==> src/rtl/lcd_pkg.sv <==
// Shared opcode constants and scheduler state encoding for the LCD command path.
package lcd_pkg;

    localparam logic [3:0] OP_W    = 4'h0;
    localparam logic [3:0] OP_MY   = 4'hB;
    localparam logic [3:0] OP_LAST = 4'hB;

    typedef enum logic [2:0] {
        ST_ARB       = 3'd0,
        ST_ISSUE     = 3'd1,
        ST_WAIT      = 3'd2,
        ST_WAIT_DONE = 3'd3,
        ST_FIN       = 3'd4
    } sched_state_e;

    function automatic logic op_is_illegal(input logic [3:0] op);
        return (op > OP_LAST);
    endfunction

endpackage

==> src/rtl/lcd_cmd_fifo.sv <==
// Small synchronous FIFO with full/empty flags and a look-ahead full flag
// so the owner can register its ready output without a combinational path.
module lcd_cmd_fifo #(
    parameter int DEPTH = 4,
    parameter int WIDTH = 4
) (
    input  logic             clk,
    input  logic             reset,
    input  logic             push_i,
    input  logic [WIDTH-1:0] din_i,
    input  logic             pop_i,
    output logic [WIDTH-1:0] head_o,
    output logic             empty_o,
    output logic             full_o,
    output logic             full_next_o
);
    localparam int AW = $clog2(DEPTH);
    localparam logic [AW:0] FULL_CNT = (AW+1)'(DEPTH);

    logic [WIDTH-1:0] mem_q [DEPTH];
    logic [AW-1:0]    wr_ptr_q, rd_ptr_q;
    logic [AW:0]      count_q, count_d;
    logic             do_push_s, do_pop_s;

    assign full_o      = (count_q == FULL_CNT);
    assign empty_o     = (count_q == '0);
    assign do_push_s   = push_i && !full_o;
    assign do_pop_s    = pop_i && !empty_o;
    assign head_o      = mem_q[rd_ptr_q];
    assign full_next_o = (count_d == FULL_CNT);

    // Occupancy update; simultaneous push and pop leaves the count unchanged.
    always_comb begin
        count_d = count_q;
        case ({do_push_s, do_pop_s})
            2'b10:   count_d = count_q + (AW+1)'(1);
            2'b01:   count_d = count_q - (AW+1)'(1);
            default: count_d = count_q;
        endcase
    end

    // Pointer and count registers.
    always_ff @(posedge clk) begin
        if (!reset) begin
            wr_ptr_q <= '0;
            rd_ptr_q <= '0;
            count_q  <= '0;
        end else begin
            count_q <= count_d;
            if (do_push_s) wr_ptr_q <= wr_ptr_q + AW'(1);
            if (do_pop_s)  rd_ptr_q <= rd_ptr_q + AW'(1);
        end
    end

    // Storage array; contents are only meaningful while the count covers them.
    always_ff @(posedge clk) begin
        if (do_push_s) mem_q[wr_ptr_q] <= din_i;
    end

endmodule

==> src/rtl/lcd_cmd_sched.sv <==
// Two-requester round-robin command scheduler feeding the LCD engine handshake;
// write-back (0x0) ends the session until reset.
module lcd_cmd_sched
    import lcd_pkg::*;
#(
    parameter int FIFO_DEPTH = 4,
    parameter int CMD_W      = 4,
    parameter int CNT_W      = 8
) (
    input  logic             clk,
    input  logic             reset,
    input  logic [CMD_W-1:0] req0_cmd,
    input  logic             req0_valid,
    output logic             req0_ready,
    input  logic [CMD_W-1:0] req1_cmd,
    input  logic             req1_valid,
    output logic             req1_ready,
    output logic [CMD_W-1:0] lcd_cmd,
    output logic             lcd_cmd_valid,
    input  logic             lcd_busy,
    input  logic             lcd_done,
    output logic             illegal_cmd,
    output logic [CNT_W-1:0] issue_cnt,
    output logic             sched_done
);
    sched_state_e     state_q, state_d;
    logic             ptr_q, ptr_d;
    logic [CMD_W-1:0] cmd_q, cmd_d;
    logic             valid_q, valid_d, illegal_q, illegal_d;
    logic [CNT_W-1:0] cnt_q, cnt_d;
    logic             done_q, done_d, rdy0_q, rdy0_d, rdy1_q, rdy1_d;

    logic             push0_s, push1_s, pop0_s, pop1_s;
    logic             empty0_s, empty1_s, full0_s, full1_s, fnext0_s, fnext1_s;
    logic [CMD_W-1:0] head0_s, head1_s, head_s;
    logic             have_s, sel_s, head_bad_s, accept_s;

    assign push0_s = req0_valid && rdy0_q;
    assign push1_s = req1_valid && rdy1_q;

    lcd_cmd_fifo #(.DEPTH(FIFO_DEPTH), .WIDTH(CMD_W)) u_fifo0 (
        .clk(clk), .reset(reset), .push_i(push0_s), .din_i(req0_cmd), .pop_i(pop0_s),
        .head_o(head0_s), .empty_o(empty0_s), .full_o(full0_s), .full_next_o(fnext0_s)
    );

    lcd_cmd_fifo #(.DEPTH(FIFO_DEPTH), .WIDTH(CMD_W)) u_fifo1 (
        .clk(clk), .reset(reset), .push_i(push1_s), .din_i(req1_cmd), .pop_i(pop1_s),
        .head_o(head1_s), .empty_o(empty1_s), .full_o(full1_s), .full_next_o(fnext1_s)
    );

    // Pointer only matters when both FIFOs hold work.
    assign have_s     = !empty0_s || !empty1_s;
    assign sel_s      = (!empty0_s && !empty1_s) ? ptr_q : !empty1_s;
    assign head_s     = sel_s ? head1_s : head0_s;
    assign head_bad_s = op_is_illegal(4'(head_s));

    // Arbitration, FSM next state and issue/drop decisions.
    always_comb begin
        state_d   = state_q;
        ptr_d     = ptr_q;
        cmd_d     = cmd_q;
        valid_d   = 1'b0;
        illegal_d = 1'b0;
        pop0_s    = 1'b0;
        pop1_s    = 1'b0;
        case (state_q)
            ST_ARB: begin
                if (have_s && head_bad_s) begin
                    pop0_s    = !sel_s;
                    pop1_s    = sel_s;
                    illegal_d = 1'b1;
                    ptr_d     = !sel_s;
                end else if (have_s && !lcd_busy) begin
                    pop0_s  = !sel_s;
                    pop1_s  = sel_s;
                    cmd_d   = head_s;
                    valid_d = 1'b1;
                    ptr_d   = !sel_s;
                    state_d = ST_ISSUE;
                end else begin
                    state_d = ST_ARB;
                end
            end
            ST_ISSUE:     state_d = (cmd_q == CMD_W'(OP_W)) ? ST_WAIT_DONE : ST_WAIT;
            ST_WAIT:      state_d = ST_ARB;
            ST_WAIT_DONE: state_d = lcd_done ? ST_FIN : ST_WAIT_DONE;
            ST_FIN:       state_d = ST_FIN;
            default:      state_d = ST_ARB;
        endcase
    end

    // Ready is registered from next state and next fullness so it is clean after reset.
    always_comb begin
        accept_s = (state_d == ST_ARB) || (state_d == ST_ISSUE) || (state_d == ST_WAIT);
        rdy0_d   = accept_s && !fnext0_s;
        rdy1_d   = accept_s && !fnext1_s;
        done_d   = done_q || (state_d == ST_FIN);
        if ((state_q == ST_ISSUE) && (cnt_q != '1)) begin
            cnt_d = cnt_q + CNT_W'(1);
        end else begin
            cnt_d = cnt_q;
        end
    end

    // State and registered outputs.
    always_ff @(posedge clk) begin
        if (!reset) begin
            state_q   <= ST_ARB;
            ptr_q     <= 1'b0;
            cmd_q     <= '0;
            valid_q   <= 1'b0;
            illegal_q <= 1'b0;
            cnt_q     <= '0;
            done_q    <= 1'b0;
            rdy0_q    <= 1'b0;
            rdy1_q    <= 1'b0;
        end else begin
            state_q   <= state_d;
            ptr_q     <= ptr_d;
            cmd_q     <= cmd_d;
            valid_q   <= valid_d;
            illegal_q <= illegal_d;
            cnt_q     <= cnt_d;
            done_q    <= done_d;
            rdy0_q    <= rdy0_d;
            rdy1_q    <= rdy1_d;
        end
    end

    assign req0_ready    = rdy0_q;
    assign req1_ready    = rdy1_q;
    assign lcd_cmd       = cmd_q;
    assign lcd_cmd_valid = valid_q;
    assign illegal_cmd   = illegal_q;
    assign issue_cnt     = cnt_q;
    assign sched_done    = done_q;

endmodule

==> config.mk <==
export PLATFORM = sky130hd
export DESIGN_NAME = lcd_cmd_sched
export DESIGN_NICKNAME = d
export VERILOG_FILES = /design/src/rtl/lcd_pkg.sv /design/src/rtl/lcd_cmd_fifo.sv /design/src/rtl/lcd_cmd_sched.sv
export SDC_FILE = /design/constraint.sdc
export NUM_CORES = 1
export LEC_CHECK = 0
export ABC_CLOCK_PERIOD_IN_PS = 8400
export BUFFER_PORTS_ARGS = -buffer_cell sky130_fd_sc_hd__buf_2
export CELL_PAD_IN_SITES_DETAIL_PLACEMENT = 1
export CELL_PAD_IN_SITES_GLOBAL_PLACEMENT = 2
export CORE_MARGIN = 3
export CORE_UTILIZATION = 40
export CTS_BUF_LIST = sky130_fd_sc_hd__clkbuf_2 sky130_fd_sc_hd__clkbuf_4 sky130_fd_sc_hd__clkbuf_8
export CTS_CLUSTER_SIZE = 14
export DETAILED_ROUTE_END_ITERATION = 8
export PLACE_DENSITY = 0.77
export SETUP_SLACK_MARGIN = 0.15
export SKIP_CTS_REPAIR_TIMING = 1
export SLEW_MARGIN = 20
export SYNTH_ARGS = -nofsm -noshare
export SYNTH_HDL_FRONTEND = slang
export SYNTH_SLANG_ARGS = --single-unit
export TNS_END_PERCENT = 20
==> constraint.sdc <==
create_clock -name clk -period 8.4 [get_ports clk]
set_input_delay 0.42 -clock clk [delete_from_list [all_inputs] [get_ports clk]]
set_output_delay 0.42 -clock clk [all_outputs]
set_load 0.03 [all_outputs]
After elaboration in Yosys (flattened, before gate mapping)

Memories as Yosys holds them, arrays and structs flattened. A register that Yosys moved wholly into a read port is not among the register bits.
Cells that the tools add are included.

$mul: 0
Add/sub/neg operators: 9
Shifts and indexed selects: 0
Equality and inequality tests: 15
Bitwise logic cells: 3
$lt $le $gt $ge: 1
Divide/modulo/power cells: 0
Reductions and logical operators: 34
Multiplexer cells: 27

Operators by type and width:

| cell                  | number |
|---|---|
| $eq A3 B3 Y1 const B  | 6 |
| $mux W1               | 17 |
| $logic_and A1 B1 Y1   | 12 |
| $logic_not A3 Y1      | 4 |
| $pmux W3 S2           | 2 |
| $pmux W3 S4           | 1 |
| $add A2 B1 Y2 const B | 4 |
| $add A8 B1 Y8 const B | 1 |
| $logic_not A1 Y1      | 8 |
| $mux W2               | 4 |
| $ne A8 B8 Y1 const B  | 1 |
| $add A3 B1 Y3 const B | 2 |
| $eq A3 B1 Y1 const B  | 2 |
| $eq A3 B2 Y1 const B  | 2 |
| $mux W3               | 2 |
| $sub A3 B1 Y3 const B | 2 |
| $eq A2 B1 Y1 const B  | 2 |
| $eq A2 B2 Y1 const B  | 2 |
| $gt A4 B4 Y1 const B  | 1 |
| $logic_not A4 Y1      | 1 |
| $logic_or A1 B1 Y1    | 4 |
| $mux W4               | 1 |
| $reduce_and A2 Y1     | 2 |
| $not A1 Y1            | 3 |
| 3 further kinds       | 3 |

Word-level logic and storage cells: 106
Memory bits (read-only): 0
Output and inout port bits: 17
Bits in latches: 0
Register bits after elaboration: 35
Memory bits (writable): 32
Memories: 2

Memories:

| memory        | words | width | read ports | clocked after Yosys merged registers in | wr ports | RTL line           | RTL |
|---|---|---|---|---|---|---|---|
| u_fifo0.mem_q | 4     | 4     | 1          | 1                                       | 1        | lcd_cmd_fifo.sv:20 | `logic [WIDTH-1:0] mem_q [DEPTH];` |
| u_fifo1.mem_q | 4     | 4     | 1          | 1                                       | 1        | lcd_cmd_fifo.sv:20 |  |

Depth between registers and ports, before layout

Depth in word-level cells: 15
Gate-level depth with buffers: 12
Depth with buffers taken out: 12

Modules after synthesis

From an unflattened synthesis, not the netlist that was laid out.

Cell total of the unflattened synthesis: 264
Area, all modules: 3174.3 um^2

Modules (own cells, without submodules):

| module        | cells an instance | sequential area each (um^2) | instances | area each (um^2) |
|---|---|---|---|---|
| lcd_cmd_fifo  | 79                | 660.6                       | 2         | 1102.3 |
| lcd_cmd_sched | 106               | 420.4                       | 1         | 969.7 |

Worst setup path before layout

Ideal clock, no wire load.

Kind: flip-flop to flip-flop
Start: reg (tool-made name)
End: reg u_fifo0.count_q[2]
Clock period less this slack: 2826 ps
Setup slack: 5574 ps
Stages on the path, launching flop included: 12
Buffers on the path: 0
Arrival time: 2711 ps
Cells stage by stage: dfxtp_1 mux4_2 o211a_1 a21oi_1 o21a_4 nor2_1 ha_1 fa_1 xnor2_1 nor2_1 xor2_1 and2_1

RTL lines:

| what                 | RTL line           | RTL |
|---|---|---|
| to (signal assigned) | lcd_cmd_fifo.sv:49 | `count_q <= count_d;` |
| to (decl)            | lcd_cmd_fifo.sv:22 | `logic [AW:0] count_q, count_d;` |

==> flow_summary_export.csv <==
group,metric,value,unit
run_status,outcome,"complete, no violations",
drt,vias_per_cell,4.98,
global_routing,overflow,0,
finish,synthToLayoutAreaGrowth,14.2,%
hold_path,min_delay_path_depth,1,
logic_synthesis,post_synth_num_cell_types,40,
timing,timing.max_slew.rel_slack,37.1,%
drt,routed_wire_length_per_instance,15.2,µm
logic_synthesis,synth_flop_cell,"dfxtp_1",
cts,clock_sinks,71,
setup_path,crit_required,8.63,ns
cts,cts_tree,"built",
placed_design,gp_routability_congestion,0.746,
logic_synthesis,ys_ff_latch,71,
setup_path,crit_path_dat,3.28,ns
finish,layout.nets,309,
drt,routed_wl,5.83,mm
die,boundaryPins,31,
power,switching_share,36.1,%
logic_synthesis,netlist_instances,244,
timing,worst-slew-pin-transition,0.943,ns
logic_synthesis,seq_area_frac_synth,58.0,%
timing,hold_slack,0.303,ns
logic_synthesis,synth_warnings,0,
die,die_w,92.7,µm
cts,clk_path_buf_depth,2,
die,floorplan.initialDensity,42.8,%
power,p_sw,0.404,mW
logic_synthesis,synth_most_common_cell,"dfxtp_1",
cts,later_pin_clock_latency_in_the_skew_report,0.33,ns
setup_path,sort_of_element_at_the_end_of_the_critical_path,"flop",
placed_design,detailed_place.area,3260,µm²
global_routing,grt_max_degree,30,
setup_path,critical_path.slowest_cell,"mux4_2",
setup_path,r2r_worst_path_depth,11,
logic_synthesis,syn_avg_cell_area,12.3,µm²
setup_path,most_used_cell_along_the_critical_path,"nor2_1",
drt,drt-pass1-iter-count,4,
timing,final-max-slew-violation-count,0,
logic_synthesis,yosys.area.top_type_share,32.0,%
power,power.combinational.fraction,36.6,%
timing,fin_crit,3.05,ns
drt,num_vias,1907,
placed_design,dp_hpwl,4.39,mm
timing,timing_hold_violations_final,0,
setup_path,timing.reg2reg.setup_slack,5.35,ns
logic_synthesis,yosys.area.top_type,"edfxtp_1",
timing,fin_crit_sh,36.3,%
setup_path,max_stage_delay,0.54,ns
timing,setup-violations-final,0,
setup_path,worst-setup-path-type,"flop to flop",
logic_synthesis,yosys-top-cells-count,"39 x dfxtp_1, 32 x edfxtp_1, 27 x nor2_1",
drt,drc,0,
die,die-area,8590,µm²
power,power.sequential.fraction,42.5,%
logic_synthesis,synth_nets,271,
global_routing,number_of_antenna_violations_at_the_first_check_in_global_routing,0,
setup_path,cell_by_cell_listing_of_the_critical_path,"mux4_2 -> o211a_1 -> a21oi_1 -> o21a_4 -> nor2_1 -> ha_1 -> fa_1 -> xnor2_1 -> nor2_1 -> xor2_1 -> and2_1",
die,vertical_extent_of_the_die,92.7,µm
global_routing,grt_pass1_wl,9.69,mm
setup_path,critical_path_cell_count,11,
logic_synthesis,postSynth.asyncResetShare,0,%
drt,ant_nets,0,
global_routing,grt_pass1_vias,1963,
finish,final_standard_cell_utilization_of_the_core,48.9,%
timing,highest_achievable_clock_rate,328,MHz
placed_design,placement.io_buffers,30,
power,total_leakage_power,1.33,nW
setup_path,timing.critical_path.max_delay_family,"adder cells",
timing,setup-tns-final,0,ns
cts,clkTransAtPathRegs,0.07,ns
power,power.ir.vdd_worst,0.103,mV
flow_run,cap_violations,0,
timing,clock-skew-final,0.00882,ns
logic_synthesis,mappedNetlistArea,3010,µm²
global_routing,grt_util_all_layers,14.9,%
logic_synthesis,yosys-top-cells-area,"edfxtp_1 32%, dfxtp_1 26%, mux4_2 6.0%",
drt,detail_route.iter0.violations,92,
finish,stdcell_area,3430,µm²
cts,cts_made_buffers,9,
timing,rsz0062_at_grt,"false",
cts,clock-root-buffer,"clkbuf_8",
hold_path,type_of_the_worst_min_delay_path,"input port to flop",
setup_path,critical_path.startpoint_type,"flop",
power,power.density_cell_area,327,nW/µm²
die,coreArea,7020,µm²
cts,cts_max_level,3,
setup_path,worst-path-max-fanout,9,
finish,antenna_cells_inserted,0,
die,rows,30,
setup_path,critPathBufInv,0,
power,clock_power_share,20.9,%
logic_synthesis,synth_enable_flop_cells,32,
power,internal_power,0.716,mW
finish,layout-drive-gt1-share,20.9,%
==> path summary, 6_finish.rpt <==
path / start / to
worst min-delay path: req0_cmd[1] / u_fifo0.mem_q[0][1]
worst min register to register: sched_done / sched_done
worst max register to register: flop / u_fifo0.count_q[2]
worst max-delay path: flop / u_fifo0.count_q[2]
==> power by group through the flow <==
stage,clock network (mW),registers [mW],logic [mW]
finish,0.234,0.476,0.411
global route,0.257,0.486,0.462
CTS,0.244,0.479,0.419
detailed placement,0,0.486,0.417
global placement,0,0.485,0.411
floorplan,0,0.505,0.290
==> layout make-up <==
| type | count | area (µm²) |
|---|---|---|
| Tap cell | 96 | 120 |
| Timing Repair Buffer | 30 | 150 |
| Multi-Input combinational cell | 160 | 1210 |
| Clock buffer | 13 | 154 |
| Clock inverter | 3 | 12.5 |
| Sequential cell | 71 | 1740 |
| Fill cell | 788 | 3590 |
| Inverter | 10 | 37.5 |
==> registers in the layout, indices dropped and copies added, names as in the netlist, named ones only <==
signal / count
state_q: 3
ptr_q: 1
u_fifo0.wr_ptr_q: 2
lcd_cmd_valid: 1
u_fifo1.mem_q: 16
sched_done: 1
req0_ready: 1
issue_cnt: 8
illegal_cmd: 1
u_fifo0.rd_ptr_q: 2
lcd_cmd: 4
u_fifo1.wr_ptr_q: 2
req1_ready: 1
u_fifo0.mem_q: 16
u_fifo1.count_q: 3
u_fifo0.count_q: 3
u_fifo1.rd_ptr_q: 2
==> per-stage QoR <==
stage	setup WS, ns	instances	power [mW]
after CTS	5.32	383	1.14
after detailed placement	5.33	367	0.903
after global placement	5.42	367	0.895
after global routing	5.15	383	1.20
after floorplan	5.57	244	0.795
final	5.35	383	1.12
==> worst register-to-register path: cells and delay by family (launching register included) <==
kind / cells / cell delay, ns
compound gates: 3 / 0.66
xor+xnor: 2 / 0.32
fa+ha+maj: 2 / 0.67
flops: 1 / 0.48
mux: 1 / 0.54
simple gates: 3 / 0.28
==> routing by layer <==
metal | up-vias | track usage [%] | wire [µm]
met5 | - | 0 | 0
met4 | 0 | 5.49 | 88
met3 | 8 | 4.31 | 217
met2 | 27 | 24.7 | 2890
met1 | 926 | 18.5 | 2630
li1 | 946 | - | -
==> cells in the final DEF (no fill, tap or decap), drive strengths merged, types with 2 or more instances in the layout <==
| cell | n |
|---|---|
| clkbuf | 13 |
| nor2b | 2 |
| nor4 | 2 |
| clkinv | 3 |
| or3 | 7 |
| nand2b | 5 |
| and3 | 5 |
| a21oi | 16 |
| xor2 | 8 |
| buf | 30 |
| ha | 11 |
| xnor2 | 4 |
| mux4 | 8 |
| and2 | 12 |
| inv | 10 |
| dfxtp | 39 |
| mux2i | 8 |
| nand3 | 2 |
| o21ai | 11 |
| nor2 | 27 |
| fa | 2 |
| nor3 | 6 |
| nand2 | 11 |
| mux2 | 2 |
| edfxtp | 32 |
==> cell families after synthesis <==
logic type,Yosys count,share of synthesized area [%]
AOI/OAI and AO/OA,36,7.87
xor gates and xnor gates,12,3.50
adders and majority gates,13,5.91
buffers and inverters,13,1.62
DFF,71,58.0
muxes,18,9.41
and+or+nand+nor,81,13.7
Power figures use the tool's default switching activity.
